### config.mk
export PLATFORM = sky130hd
export DESIGN_NAME = analog_apb_initiator
export DESIGN_NICKNAME = d
export VERILOG_FILES = /design/src/rtl/analog_apb_pkg.sv /design/src/rtl/analog_apb_timeout_cnt.sv /design/src/rtl/analog_apb_initiator.sv
export SDC_FILE = /design/constraint.sdc
export NUM_CORES = 1
export LEC_CHECK = 0
export ABC_AREA = 1
export CORE_ASPECT_RATIO = 1.75
export CORE_MARGIN = 5
export CORE_UTILIZATION = 32
export CTS_BUF_LIST = sky130_fd_sc_hd__clkbuf_8
export CTS_CLUSTER_SIZE = 20
export DETAILED_ROUTE_END_ITERATION = 7
export PLACE_DENSITY = 0.65
export SYNTH_ARGS = -nofsm -noshare
export SYNTH_HDL_FRONTEND = slang
export SYNTH_SLANG_ARGS = --single-unit
### constraint.sdc
create_clock -name clk_in -period 1.75 [get_ports clk_in]
set_input_delay 0.175 -clock clk_in [delete_from_list [all_inputs] [get_ports clk_in]]
set_output_delay 0.175 -clock clk_in [all_outputs]
set_load 0.05 [all_outputs]
### src/rtl/analog_apb_pkg.sv
// ----------------------------------------------------------------------------
// analog_apb_pkg
// Shared types and defaults for the analog-subsystem APB initiator.
//   apb_state_e     : initiator FSM states (IDLE, SETUP, ACCESS, RESP)
//   apb_rsp_flags_t : status half of the held response (err, timeout)
//   APB_ADDR_WIDTH  : default APB address width
//   APB_DATA_WIDTH  : default APB data width
// ----------------------------------------------------------------------------
package analog_apb_pkg;

  localparam int APB_ADDR_WIDTH = 16;
  localparam int APB_DATA_WIDTH = 32;

  typedef enum logic [1:0] {
    ST_IDLE   = 2'd0,
    ST_SETUP  = 2'd1,
    ST_ACCESS = 2'd2,
    ST_RESP   = 2'd3
  } apb_state_e;

  // The read data lives beside this struct in the top, because its width
  // follows the top's DATA_WIDTH parameter.
  typedef struct packed {
    logic err;
    logic timeout;
  } apb_rsp_flags_t;

endpackage

### src/rtl/analog_apb_timeout_cnt.sv
// ----------------------------------------------------------------------------
// analog_apb_timeout_cnt
// Watchdog counter for the APB ACCESS phase.
//   clk_in, reset_n : clock, asynchronous active-low reset
//   clear           : zero the count (held while the initiator is in SETUP)
//   enable          : one ACCESS cycle without PREADY has elapsed
//   limit           : number of stalled ACCESS cycles allowed
//   expired         : this enabled cycle is the limit-th stalled one
// ----------------------------------------------------------------------------
module analog_apb_timeout_cnt #(
  parameter int CNT_W = 8
) (
  input  logic             clk_in,
  input  logic             reset_n,
  input  logic             clear,
  input  logic             enable,
  input  logic [CNT_W-1:0] limit,
  output logic             expired
);

  logic [CNT_W-1:0] count;

  always_ff @(posedge clk_in or negedge reset_n) begin
    if (!reset_n) begin
      count <= '0;
    end else if (clear) begin
      count <= '0;
    end else if (enable) begin
      count <= count + CNT_W'(1);
    end
  end

  // Flag the limit-th stall during that cycle itself, so the initiator
  // leaves ACCESS exactly after `limit` stalled cycles.
  assign expired = enable && (count == (limit - CNT_W'(1)));

endmodule

### src/rtl/analog_apb_initiator.sv
// ----------------------------------------------------------------------------
// analog_apb_initiator
// Single-beat APB requester toward the analog status/control register slaves.
// A command is accepted in IDLE, driven through SETUP and ACCESS, and its
// response is held in RESP until the local controller consumes it.
//
// Ports
//   clk_in, reset_n                      : clock, asynchronous active-low reset
//   req_valid/req_ready                  : command handshake (ready only in IDLE)
//   req_addr/req_write/req_wdata/req_strb: command fields
//   rsp_valid/rsp_ready                  : response handshake
//   rsp_rdata/rsp_err/rsp_timeout        : held response
//   PADDR/PWDATA/PWRITE/PSTRB/PSEL/PENABLE : APB request
//   PRDATA/PREADY/PSLVERR                : APB completion
//
// Build option
//   APB_INIT_TIMEOUT_EN : when defined, an ACCESS phase stalled for
//                         TIMEOUT_CYCLES cycles is aborted with rsp_err and
//                         rsp_timeout set. Otherwise ACCESS waits forever.
// ----------------------------------------------------------------------------
module analog_apb_initiator
  import analog_apb_pkg::*;
#(
  parameter int ADDR_WIDTH     = APB_ADDR_WIDTH,
  parameter int DATA_WIDTH     = APB_DATA_WIDTH,
  parameter int TIMEOUT_CYCLES = 255
) (
  input  logic                    clk_in,
  input  logic                    reset_n,
  input  logic                    req_valid,
  output logic                    req_ready,
  input  logic [ADDR_WIDTH-1:0]   req_addr,
  input  logic                    req_write,
  input  logic [DATA_WIDTH-1:0]   req_wdata,
  input  logic [DATA_WIDTH/8-1:0] req_strb,
  output logic                    rsp_valid,
  input  logic                    rsp_ready,
  output logic [DATA_WIDTH-1:0]   rsp_rdata,
  output logic                    rsp_err,
  output logic                    rsp_timeout,
  output logic [ADDR_WIDTH-1:0]   PADDR,
  output logic [DATA_WIDTH-1:0]   PWDATA,
  output logic                    PWRITE,
  output logic [DATA_WIDTH/8-1:0] PSTRB,
  output logic                    PSEL,
  output logic                    PENABLE,
  input  logic [DATA_WIDTH-1:0]   PRDATA,
  input  logic                    PREADY,
  input  logic                    PSLVERR
);

  apb_state_e     state, state_next;
  apb_rsp_flags_t rsp_flags;
  logic           accept;
  logic           complete;
  logic           timed_out;

  assign accept   = (state == ST_IDLE) && req_valid;
  // PREADY (and with it PSLVERR) only matters in ACCESS.
  assign complete = (state == ST_ACCESS) && PREADY;

`ifdef APB_INIT_TIMEOUT_EN
  localparam int CNT_W = $clog2(TIMEOUT_CYCLES + 1);

  analog_apb_timeout_cnt #(
    .CNT_W (CNT_W)
  ) u_timeout_cnt (
    .clk_in  (clk_in),
    .reset_n (reset_n),
    .clear   (state == ST_SETUP),
    // A PREADY in the limit cycle keeps enable low, so completion wins.
    .enable  ((state == ST_ACCESS) && !PREADY),
    .limit   (CNT_W'(TIMEOUT_CYCLES)),
    .expired (timed_out)
  );
`else
  logic timeout_cfg_unused;
  assign timeout_cfg_unused = ^TIMEOUT_CYCLES;
  assign timed_out          = 1'b0;
`endif

  // NOTE: state is the only flop here; everything decoded from it is
  // combinational, so req_ready has no path from req_valid and PSEL/PENABLE
  // fall the instant reset_n asserts.
  always_ff @(posedge clk_in or negedge reset_n) begin
    if (!reset_n) begin
      state <= ST_IDLE;
    end else begin
      state <= state_next;
    end
  end

  // NOTE: every output of this block gets a default first, so no path can
  // leave one unassigned and infer a latch.
  always_comb begin
    state_next = state;
    req_ready  = 1'b0;
    PSEL       = 1'b0;
    PENABLE    = 1'b0;
    rsp_valid  = 1'b0;
    unique case (state)
      ST_IDLE: begin
        req_ready = 1'b1;
        if (req_valid) state_next = ST_SETUP;
      end
      ST_SETUP: begin
        PSEL       = 1'b1;
        state_next = ST_ACCESS;
      end
      ST_ACCESS: begin
        PSEL    = 1'b1;
        PENABLE = 1'b1;
        if (PREADY || timed_out) state_next = ST_RESP;
      end
      ST_RESP: begin
        rsp_valid = 1'b1;
        if (rsp_ready) state_next = ST_IDLE;
      end
      default: state_next = ST_IDLE;
    endcase
  end

  // Request fields are loaded only on acceptance, so they stay put through
  // SETUP/ACCESS and keep showing the last transfer while idle.
  // NOTE: these are plain registers, not a memory, so they take the reset
  // value like any other flop; <= keeps every capture on the same edge.
  always_ff @(posedge clk_in or negedge reset_n) begin
    if (!reset_n) begin
      PADDR     <= '0;
      PWDATA    <= '0;
      PWRITE    <= 1'b0;
      PSTRB     <= '0;
      rsp_rdata <= '0;
      rsp_flags <= '0;
    end else begin
      if (accept) begin
        PADDR  <= req_addr;
        PWDATA <= req_wdata;
        PWRITE <= req_write;
        PSTRB  <= req_write ? req_strb : '0;
      end
      if (complete) begin
        rsp_rdata <= PWRITE ? '0 : PRDATA;
        rsp_flags <= '{err: PSLVERR, timeout: 1'b0};
      end else if (timed_out) begin
        rsp_rdata <= '0;
        rsp_flags <= '{err: 1'b1, timeout: 1'b1};
      end
    end
  end

  assign rsp_err     = rsp_flags.err;
  assign rsp_timeout = rsp_flags.timeout;

endmodule

==> run metrics <==
status completed; MaxCap Viol Count 0; Syn Nets 487; Final Skew 9.73 ps; RD Place Congestion ~0.75; Die Width 90.0 µm; part of the Yosys area used for sequential elements 0.614; Pre-antenna DRT Iters 4; Post-synth EDFFs 0; CP top delay family buffers and inverters; RSZ-0062 raised after global routing no; Slew @ Worst Pin 547 ps; Final Net Count 665; multi-input logic area 1180 µm²; Routed Antenna Nets 0; compound-gate portion of the synthesized area 0.0694; CTS Buffer Depth 2; first-pass GRT wire length 16600 µm; CP max FO 2; synthesized area 3590 µm²; vias in the first global route 3267; final WL 10200 µm; largest family of logic cells by synthesized area simple AND/OR/NAND/NOR gates; CTS sink cnt 88; initial antenna violation count 0; worst skew pair latency 350 ps; worst stage delay on the critical path 810 ps; Ant. Diodes 0; XOR/XNOR Fraction of Synth Area 0; TritonCTS clock tree built; Syn Inst Count approximately 400; die height 150 µm; highest achievable clock rate 0.590 GHz; mux share of post-synthesis cell area 0; crit path DAT around 1500 ps; Crit-path slowest cell clkdlybuf4s50_1; Post-CTS Setup Inserts 0; most frequent cell after synthesis nand2_1; Synth area leader dfrtp_1; DR WL/cell about 14 µm; post-synthesis simple-gate area fraction 0.247; final worst slack 54.5 ps; Max Slew Vio Count 0; Most used DFF post-synth dfrtp_1; pwr dens 2050 nW/µm²; Peak VDD IR 1.01 mV; Post-synth top cells nand2_1, dfrtp_1, o21ai_2; Setup Crit Path Kind flip-flop to output pin; IO Port Bufs 180; synthesis-to-layout area growth 62.6%; minimum clock period 1700 ps; CP cell instances clkdlybuf4s50_1; num ports 182; Ys Warns 0; share of synthesized registers carrying an async set or reset 1.00; Die ar. 13500 µm²; Setup TNS 0 ps; worst path required time 1570 ps; vias post-DR 3135; Fill cells 1043; largest cells by area after synthesis dfrtp_1, nand2_1, o21ai_2; DRC viols 0; adder-cell share of the synthesized area 0.0105; Rel. slew slack 0.635; post-route clock period utilization 0.969; Synth top area share 0.614; Remaining Overflow, GRT 0; crit path capture type output pin; Bufs and invs on worst path 1; Hold Path Class input port to asynchronous set/reset pin; clk slew on worst S/H paths 80 ps; pre-CTS setup slack 263 ps; syn_area_per_cell about 9.1 µm²; hpwl dp 7620 µm; # H-tree levels 3; cts bufs inserted 9; area of the core roughly 11000 µm²; drt first-iter violations 117; post-route insts no fill 708; All-Layer GR Usage 0.153; largest net degree at the start of global routing 66; final setup fails 0; placed cell count 691; vias per cell around 4.4; final hold vios 0; num rows 51; synthesis-stage register bit count 88; Critical Path Source Type flip-flop; layout cells sized above 1 0.0885; Initial Util 0.325; synth unique cells 16; Seq. cell area 2200 µm²; CTS root buf clkbuf_8; Leakage around 0.0035 µW
-- cells by family (layout without fill, tap and decap cells) --
| kind of cell | after synthesis | in the layout |
|---|---|---|
| AND/OR/NAND/NOR | 233 | 233 |
| flip-flops | 88 | 88 |
| AO/OA/AOI/OAI | 37 | 37 |
| buffers and inverters | 31 | 214 |
| adder cells (fa/ha/maj) | 3 | 3 |
| other | 1 | 1 |
-- report_power, final --
group | internal [µW] | total [µW] | switching [µW] | leakage [µW]
registers | 2920 | 3380 | 459 | 0.00111
clock network | 544 | 1250 | 703 | 0.0000855
logic | 2340 | 7340 | 4990 | 0.00233
total | 5810 | 12000 | 6150 | 0.00353
-- metrics by stage --
stage	power, µW	hold WS, ps	util	instance area (µm²)
global placement	10900	100	0.499	5510
CTS	12200	239	0.515	5680
detailed placement	11000	100	0.499	5510
global route	12700	281	0.528	5830
floorplan	8300	-121	-	3590
finish	12000	260	0.528	5830
-- cell usage in the layout (no fill, tap or decap), drive strengths merged --
cell	n
nand3	2
dlymetal6s2s	60
dfrtp	88
nand4	2
clkinv	2
nand2	229
clkinvlp	3
buf	16
clkbuf	10
dlygate4sd3	1
o21ai	37
dlygate4sd2	8
conb	1
ha	3
inv	10
clkdlybuf4s50	104
-- area by class of cell --
cell class,count,share of cell area
inverter,9,0.00579
timing repair buffer,189,0.357
clock buffer,10,0.0236
multi-input combinational,274,0.202
tap,132,0.0283
sequential,88,0.378
clock inverter,6,0.00622
-- per-layer routing --
layer	wire (µm)	global-route usage	vias to the layer above
met3	733	0.0568	11
li1	-	-	1562
met1	3870	0.166	1444
met2	5400	0.273	118
met5	0	0	-
met4	156	0.0499	0
-- path summary, 6_finish.rpt --
path / startpoint / end / slack (ps) / depth (start not counted)
setup / recovery: rsp_rdata[21] / rsp_rdata[21] / 50 / 1
hold / removal: reset_n / rsp_rdata[7] / 260 / 2
setup reg to reg: state[0] / PSTRB[0] / 280 / 5
hold reg to reg: PWDATA[5] / PWDATA[5] / 480 / 2
max in group asynchronous: reset_n / PADDR[7] / 970 / 3
min in group clk_in: req_wdata[30] / PWDATA[30] / 350 / 3
-- registers in the layout (all words and copies together), names as in the netlist --
name,count
PWRITE,1
PSTRB,4
rsp_rdata,32
PWDATA,32
PADDR,16
state,2
rsp_err,1
-- repair_timing --
action	4_1_cts	5_1_grt
hold buffers	1	0
setup endpoints to repair	8	60
gates resized for setup	8	60
hold endpoints to repair	21	0
No activity file was read; power rests on OpenSTA's default activity.
